**config.mk**
```make
export PLATFORM = sky130hd
export DESIGN_NAME = multi_cycle_data_path
export DESIGN_NICKNAME = d
export VERILOG_FILES = /design/src/rtl/multi_cycle_data_path.sv
export SDC_FILE = /design/constraint.sdc
export NUM_CORES = 2
export LEC_CHECK = 0
export CAP_MARGIN = 40
export CORE_MARGIN = 8
export CORE_UTILIZATION = 59
export DETAILED_ROUTE_END_ITERATION = 12
export DONT_BUFFER_PORTS = 1
export PLACE_DENSITY = 0.75
export SETUP_SLACK_MARGIN = 0.3
export SLEW_MARGIN = 20
export SYNTH_ARGS = -nofsm -noshare
export SYNTH_HDL_FRONTEND = slang
export SYNTH_SLANG_ARGS = --single-unit
```
**constraint.sdc**
```tcl
create_clock -name clk -period 3.72 [get_ports clk]
set_input_delay 0.744 -clock clk [delete_from_list [all_inputs] [get_ports clk]]
set_output_delay 0.744 -clock clk [all_outputs]
set_load 0.01 [all_outputs]
```
**src/rtl/multi_cycle_data_path.sv**
```systemverilog
// ---------------------------------------------------------------------------
// multi_cycle_data_path
//   Multi-cycle MIPS-subset processor core: FETCH -> DECODE -> EXEC
//   -> (MEM) -> (WB), with a single shared request/ready memory port.
//   Supports add/sub/and/or/slt, addi, lw, sw, beq and j.
//
// Ports
//   clk        in   rising-edge clock
//   reset      in   asynchronous active-low reset
//   mem_req    out  memory request, held until mem_ready completes it
//   mem_we     out  1 = store, 0 = read
//   mem_addr   out  byte address of the request
//   mem_wdata  out  store data (register B)
//   mem_rdata  in   read data, sampled when mem_ready=1
//   mem_ready  in   completes the pending request
//   PC         out  current program counter
//   state      out  FETCH=0 DECODE=1 EXEC=2 MEM=3 WB=4
//   retire     out  pulse in the final cycle of each instruction
//   illegal    out  pulse when an unsupported opcode/funct reaches EXEC
// ---------------------------------------------------------------------------
module multi_cycle_data_path #(
  parameter logic [31:0] RESET_PC = 32'h0000_0000,
  parameter int          NUM_REGS = 32
) (
  input  logic        clk,
  input  logic        reset,
  output logic        mem_req,
  output logic        mem_we,
  output logic [31:0] mem_addr,
  output logic [31:0] mem_wdata,
  input  logic [31:0] mem_rdata,
  input  logic        mem_ready,
  output logic [31:0] PC,
  output logic [2:0]  state,
  output logic        retire,
  output logic        illegal
);

  localparam int IdxW = $clog2(NUM_REGS);

  localparam logic [5:0] OpRtype = 6'b000000;
  localparam logic [5:0] OpAddi  = 6'b001000;
  localparam logic [5:0] OpLw    = 6'b100011;
  localparam logic [5:0] OpSw    = 6'b101011;
  localparam logic [5:0] OpBeq   = 6'b000100;
  localparam logic [5:0] OpJ     = 6'b000010;

  localparam logic [5:0] FnAdd = 6'b100000;
  localparam logic [5:0] FnSub = 6'b100010;
  localparam logic [5:0] FnAnd = 6'b100100;
  localparam logic [5:0] FnOr  = 6'b100101;
  localparam logic [5:0] FnSlt = 6'b101010;

  typedef enum logic [2:0] {
    FETCH  = 3'd0,
    DECODE = 3'd1,
    EXEC   = 3'd2,
    MEM    = 3'd3,
    WB     = 3'd4
  } stateT;

  stateT       state_q;
  logic [31:0] pc_q;
  logic [31:0] ir_q;
  logic [31:0] a_q;
  logic [31:0] b_q;
  logic [31:0] aluOut_q;
  logic [31:0] mdr_q;
  logic [31:0] regFile_q [NUM_REGS];

  logic [5:0]      opcode;
  logic [5:0]      funct;
  logic [31:0]     immExt;
  logic [IdxW-1:0] rsIdx;
  logic [IdxW-1:0] rtIdx;
  logic [IdxW-1:0] rdIdx;
  logic            rTypeOk;
  logic            legalOp;
  logic [31:0]     aluResult;
  logic [IdxW-1:0] wbIdx;
  logic [31:0]     wbData;

  // Instruction field decode and the ALU. Specifier bits above the
  // register-file size are simply not selected. Outside R-type the ALU
  // always forms A + sign-extended immediate (addi and address calc).
  always_comb begin
    opcode  = ir_q[31:26];
    funct   = ir_q[5:0];
    immExt  = {{16{ir_q[15]}}, ir_q[15:0]};
    rsIdx   = ir_q[21 +: IdxW];
    rtIdx   = ir_q[16 +: IdxW];
    rdIdx   = ir_q[11 +: IdxW];
    rTypeOk = (opcode == OpRtype) &&
              (funct inside {FnAdd, FnSub, FnAnd, FnOr, FnSlt});
    legalOp = rTypeOk || (opcode inside {OpAddi, OpLw, OpSw, OpBeq, OpJ});

    aluResult = a_q + immExt;
    if (opcode == OpRtype) begin
      case (funct)
        FnAdd:   aluResult = a_q + b_q;
        FnSub:   aluResult = a_q - b_q;
        FnAnd:   aluResult = a_q & b_q;
        FnOr:    aluResult = a_q | b_q;
        FnSlt:   aluResult = ($signed(a_q) < $signed(b_q)) ? 32'd1 : 32'd0;
        default: aluResult = '0;
      endcase
    end

    wbIdx  = (opcode == OpRtype) ? rdIdx : rtIdx;
    wbData = (opcode == OpLw) ? mdr_q : aluOut_q;
  end

  // Memory port and status outputs are decoded from registered state, so
  // address/we/wdata cannot move while a request waits for mem_ready.
  // A store retires in the cycle its ready arrives.
  always_comb begin
    mem_req   = (state_q == FETCH) || (state_q == MEM);
    mem_we    = (state_q == MEM) && (opcode == OpSw);
    mem_addr  = (state_q == MEM) ? aluOut_q : pc_q;
    mem_wdata = b_q;
    PC        = pc_q;
    state     = state_q;
    retire    = 1'b0;
    illegal   = 1'b0;
    case (state_q)
      EXEC: begin
        if (!legalOp) begin
          illegal = 1'b1;
          retire  = 1'b1;
        end else if ((opcode == OpBeq) || (opcode == OpJ)) begin
          retire = 1'b1;
        end
      end
      MEM:     retire = (opcode == OpSw) && mem_ready;
      WB:      retire = 1'b1;
      default: retire = 1'b0;
    endcase
  end

  // Sequencer and all architectural state. The branch target is formed in
  // DECODE from the already-incremented PC so EXEC only has to select it.
  always_ff @(posedge clk or negedge reset) begin
    if (!reset) begin
      state_q  <= FETCH;
      pc_q     <= RESET_PC;
      ir_q     <= '0;
      a_q      <= '0;
      b_q      <= '0;
      aluOut_q <= '0;
      mdr_q    <= '0;
      for (int i = 0; i < NUM_REGS; i++) begin
        regFile_q[i] <= '0;
      end
    end else begin
      case (state_q)
        FETCH: begin
          if (mem_ready) begin
            ir_q    <= mem_rdata;
            pc_q    <= pc_q + 32'd4;
            state_q <= DECODE;
          end
        end
        DECODE: begin
          a_q      <= regFile_q[rsIdx];
          b_q      <= regFile_q[rtIdx];
          aluOut_q <= pc_q + {immExt[29:0], 2'b00};
          state_q  <= EXEC;
        end
        EXEC: begin
          state_q <= FETCH;
          if (legalOp) begin
            case (opcode)
              OpRtype, OpAddi: begin
                aluOut_q <= aluResult;
                state_q  <= WB;
              end
              OpLw, OpSw: begin
                aluOut_q <= aluResult;
                state_q  <= MEM;
              end
              OpBeq: begin
                if (a_q == b_q) pc_q <= aluOut_q;
              end
              OpJ: begin
                pc_q <= {pc_q[31:28], ir_q[25:0], 2'b00};
              end
              default: state_q <= FETCH;
            endcase
          end
        end
        MEM: begin
          if (mem_ready) begin
            if (opcode == OpLw) begin
              mdr_q   <= mem_rdata;
              state_q <= WB;
            end else begin
              state_q <= FETCH;
            end
          end
        end
        WB: begin
          // Register 0 is hardwired to zero, so its writes are dropped.
          if (wbIdx != '0) regFile_q[wbIdx] <= wbData;
          state_q <= FETCH;
        end
        default: state_q <= FETCH;
      endcase
    end
  end

endmodule

```
==> results by group <==
Routing
  • Vias after detailed routing: 56,303
  • Drt pass-1 iters: 6
  • Via count normalized by instance count: 7.012
  • Detailed-route wire length per cell: 30.07 um
  • Routed Antenna Nets: 0
  • Detailed Route WL: 241.4 mm
  • 1st-iter DRT viols: 7,647
  • Drc violations: 0

Worst setup path
  • Data arrival time of the critical path: 2710 ps
  • CP Data Required Time: 2980 ps
  • Startpoint-to-endpoint class of the critical path: flop to output pin
  • Critical Path Sink Type: output pin
  • Kind of start point of the critical path: flop
  • Crit-path max FO: 5

Global routing
  • Number of global-route vias before repair: 56,378
  • Largest net degree at the start of global routing: 240
  • Wire length of the first global-routing pass: 360.6 mm
  • Number of antenna violations at the first check in global routing: 9
  • Total routing usage reported by global routing: 36.77%
  • Total congestion overflow after global routing: 0

STA
  • Maximum clock rate: 0.2892 GHz
  • Final worst setup slack: 261.7 ps
  • Pin slew with the least headroom to its limit: 883.1 ps
  • Final hold violation count: 0
  • RSZ-0062 raised after global routing: true
  • Number of setup violations in the final report: 0
  • Tightest slew margin relative to the limit: 41.13%
  • Minimum period implied by the final worst setup slack: 3458 ps
  • Total negative slack for setup checks: 0 ps
  • Portion of the clock cycle consumed by the worst path in the final layout: 92.97%
  • Clock tree skew after final layout: 45.56 ps
  • Slew Limit Fails: 0

Yosys
  • Mapped cell area: 69,900 um^2
  • Combinational family with the most area after synthesis: multiplexers
  • Synthesized area divided by synthesized cell count: 10.86 um^2
  • Synth unique cells: 97
  • Main synth FF type: sky130_fd_sc_hd__dfrtp_1
  • Post-synth EDFFs: 0
  • Number of cells produced by synthesis: 6,437
  • XOR/XNOR Fraction of Synth Area: 0.9021%
  • Synthesis Warnings: 0
  • Net count after synthesis: 6,648
  • Sequential-to-total area share from yosys stat: 43.64%
  • Synthesized-area fraction occupied by ao, oa, aoi and oai cells: 13.81%
  • Most frequent cell after synthesis: sky130_fd_sc_hd__dfrtp_1
  • Fraction of the mapped netlist area in simple logic gates: 10.56%
  • Most area-consuming cells after synthesis: sky130_fd_sc_hd__dfrtp_1 44%, sky130_fd_sc_hd__mux4_2 21%, sky130_fd_sc_hd__o21ai_0 5.0%
  • Commonest cells in the netlist: 1,219 x sky130_fd_sc_hd__dfrtp_1, 772 x sky130_fd_sc_hd__nand2_1, 694 x sky130_fd_sc_hd__o21ai_0
  • Cell type with the highest aggregate area in the netlist: sky130_fd_sc_hd__dfrtp_1
  • Flops & latches, synth: 1,219
  • Post-synthesis async set-or-reset flop share: 100.0%
  • Mux contribution to synthesized area: 23.65%
  • Synth top area share: 43.64%
  • Area share of fa/ha/maj cells after synthesis: 3.193%

Die
  • Floorplan die area: 129,700 um^2
  • Initial standard-cell utilization of the core: 59.36%
  • Height of the die: 360.2 um
  • Die Span X: 360.2 um
  • Top-Level Pins: 138
  • Area of the core: 117,800 um^2
  • Floorplan row count: 126

Min path
  • Class of the worst hold path: input port to async pin

Power and ir drop
  • Static leakage power: 34.41 nW
  • Pwr/cell area: 645.2 nW/um^2
  • Worst ir drop on vdd: 0.6053 mV
  • Total power of the final layout: 0.05100 W

Clocking
  • CTS tree: built
  • Register clock-pin slew on the reported worst setup and hold paths: 60 ps
  • Clock H-tree levels: 4
  • Clk Latency, worst-skew pair: 790 ps
  • Longest Clk Path Bufs: 3
  • Clock sink count: 1,219
  • Number of CTS-inserted buffers: 135
  • Clock root buffer: sky130_fd_sc_hd__clkbuf_16

Run
  • Max_cap viols: 0

Final layout
  • Area Growth Syn to Fin: 13.07%
  • Utilization after layout: 67.12%
  • Number of nets in the finished design: 6,598
  • Proportion of layout cells with a drive suffix above 1: 24.17%

Placed design
  • Number of port buffers: 0
  • Final RePlAce weighted congestion: 0.9944
  • Pre-CTS WS: -78.32 ps
  • HPWL after detailed placement: 160.1 mm

Status
  • Run status: complete, no violations
[cells by family (layout without fill, tap and decap cells)]
group / count (synthesis) / count (layout)
muxes: 841 / 841
DFF: 1219 / 1219
AOI/OAI and AO/OA: 1697 / 1697
and+or+nand+nor: 1719 / 1720
xor gates and xnor gates: 72 / 72
adders and majority gates: 176 / 176
buffers and inverters: 713 / 763
other: 0 / 6
[metal layers]
layer	track usage, %	routed length (um)	vias up
met1	48.29	87790	28348
met5	0	31	-
met2	55.81	109500	3718
met3	10.86	29630	819
met4	19.07	14510	4
li1	-	-	23414
[power breakdown]
group          internal, W  switching [W]
logic              0.00786         0.0129
clock network      0.00810        0.00592
registers           0.0141        0.00211
[final timing paths]
kind,startpoint,endpoint,slack [ps],cells after the start
setup / recovery,ir_q[27],retire,260,6
hold / removal,reset,regFile_q[620],20,2
setup reg to reg,a_q[22],aluOut_q[31],290,12
hold reg to reg,regFile_q[1004],regFile_q[1004],390,0
max in group asynchronous,reset,regFile_q[343],700,6
min in group clk,mem_rdata[30],ir_q[30],80,2
[worst max-delay path, stage by stage (launching register included)]
cell	delay (ps)
sky130_fd_sc_hd__dfrtp_2	430
sky130_fd_sc_hd__or4_4	520
sky130_fd_sc_hd__nor3_4	220
sky130_fd_sc_hd__and4_4	320
sky130_fd_sc_hd__a21oi_4	50
sky130_fd_sc_hd__o31ai_2	200
sky130_fd_sc_hd__nand3_1	180
[cell usage in the layout, fill, tap and decap left out, drive strengths merged, types with 118 or more instances in the layout]
cell type / count
nor2: 627
a21oi: 648
nand2: 785
mux2i: 118
inv: 122
dfrtp: 1219
ha: 172
clkbuf: 181
mux4: 640
buf: 405
o21ai: 719
[metrics by stage]
stage / cells / hold WS (ps) / area [um^2]
after CTS: 8015 / 30.99 / 78730
after global placement: 7762 / 376.3 / 73780
after global routing: 8028 / 62.74 / 79030
after detailed placement: 7766 / 383.3 / 73890
final: 8030 / 21.50 / 79040
after floorplan: 6437 / 441.3 / 69900
[flip-flops by register name, indices dropped and copies added, names as in the netlist]
signal,flops
ir_q,32
PC,32
state,3
mdr_q,32
a_q,32
regFile_q,1024
mem_wdata,32
aluOut_q,32
[cell type report]
cell class	count	area, um^2
multi-input combinational	4506	37010
clock buffer	180	3759
timing repair buffer	408	4497
antenna	6	15.01
fill	8471	38730
sequential	1219	30540
clock inverter	58	853.3
inverter	117	442.9
tap	1536	1922
[repair_timing]
item	in CTS	in global routing
pin swaps	7	14
resized for setup	27	40
buffers inserted	7	6
hold endpoints to repair	143	0
hold buffers	3	0
gates cloned	1	1
endpoints found under the setup margin	73	465
Note: power is estimated with default switching activity, not from simulation.
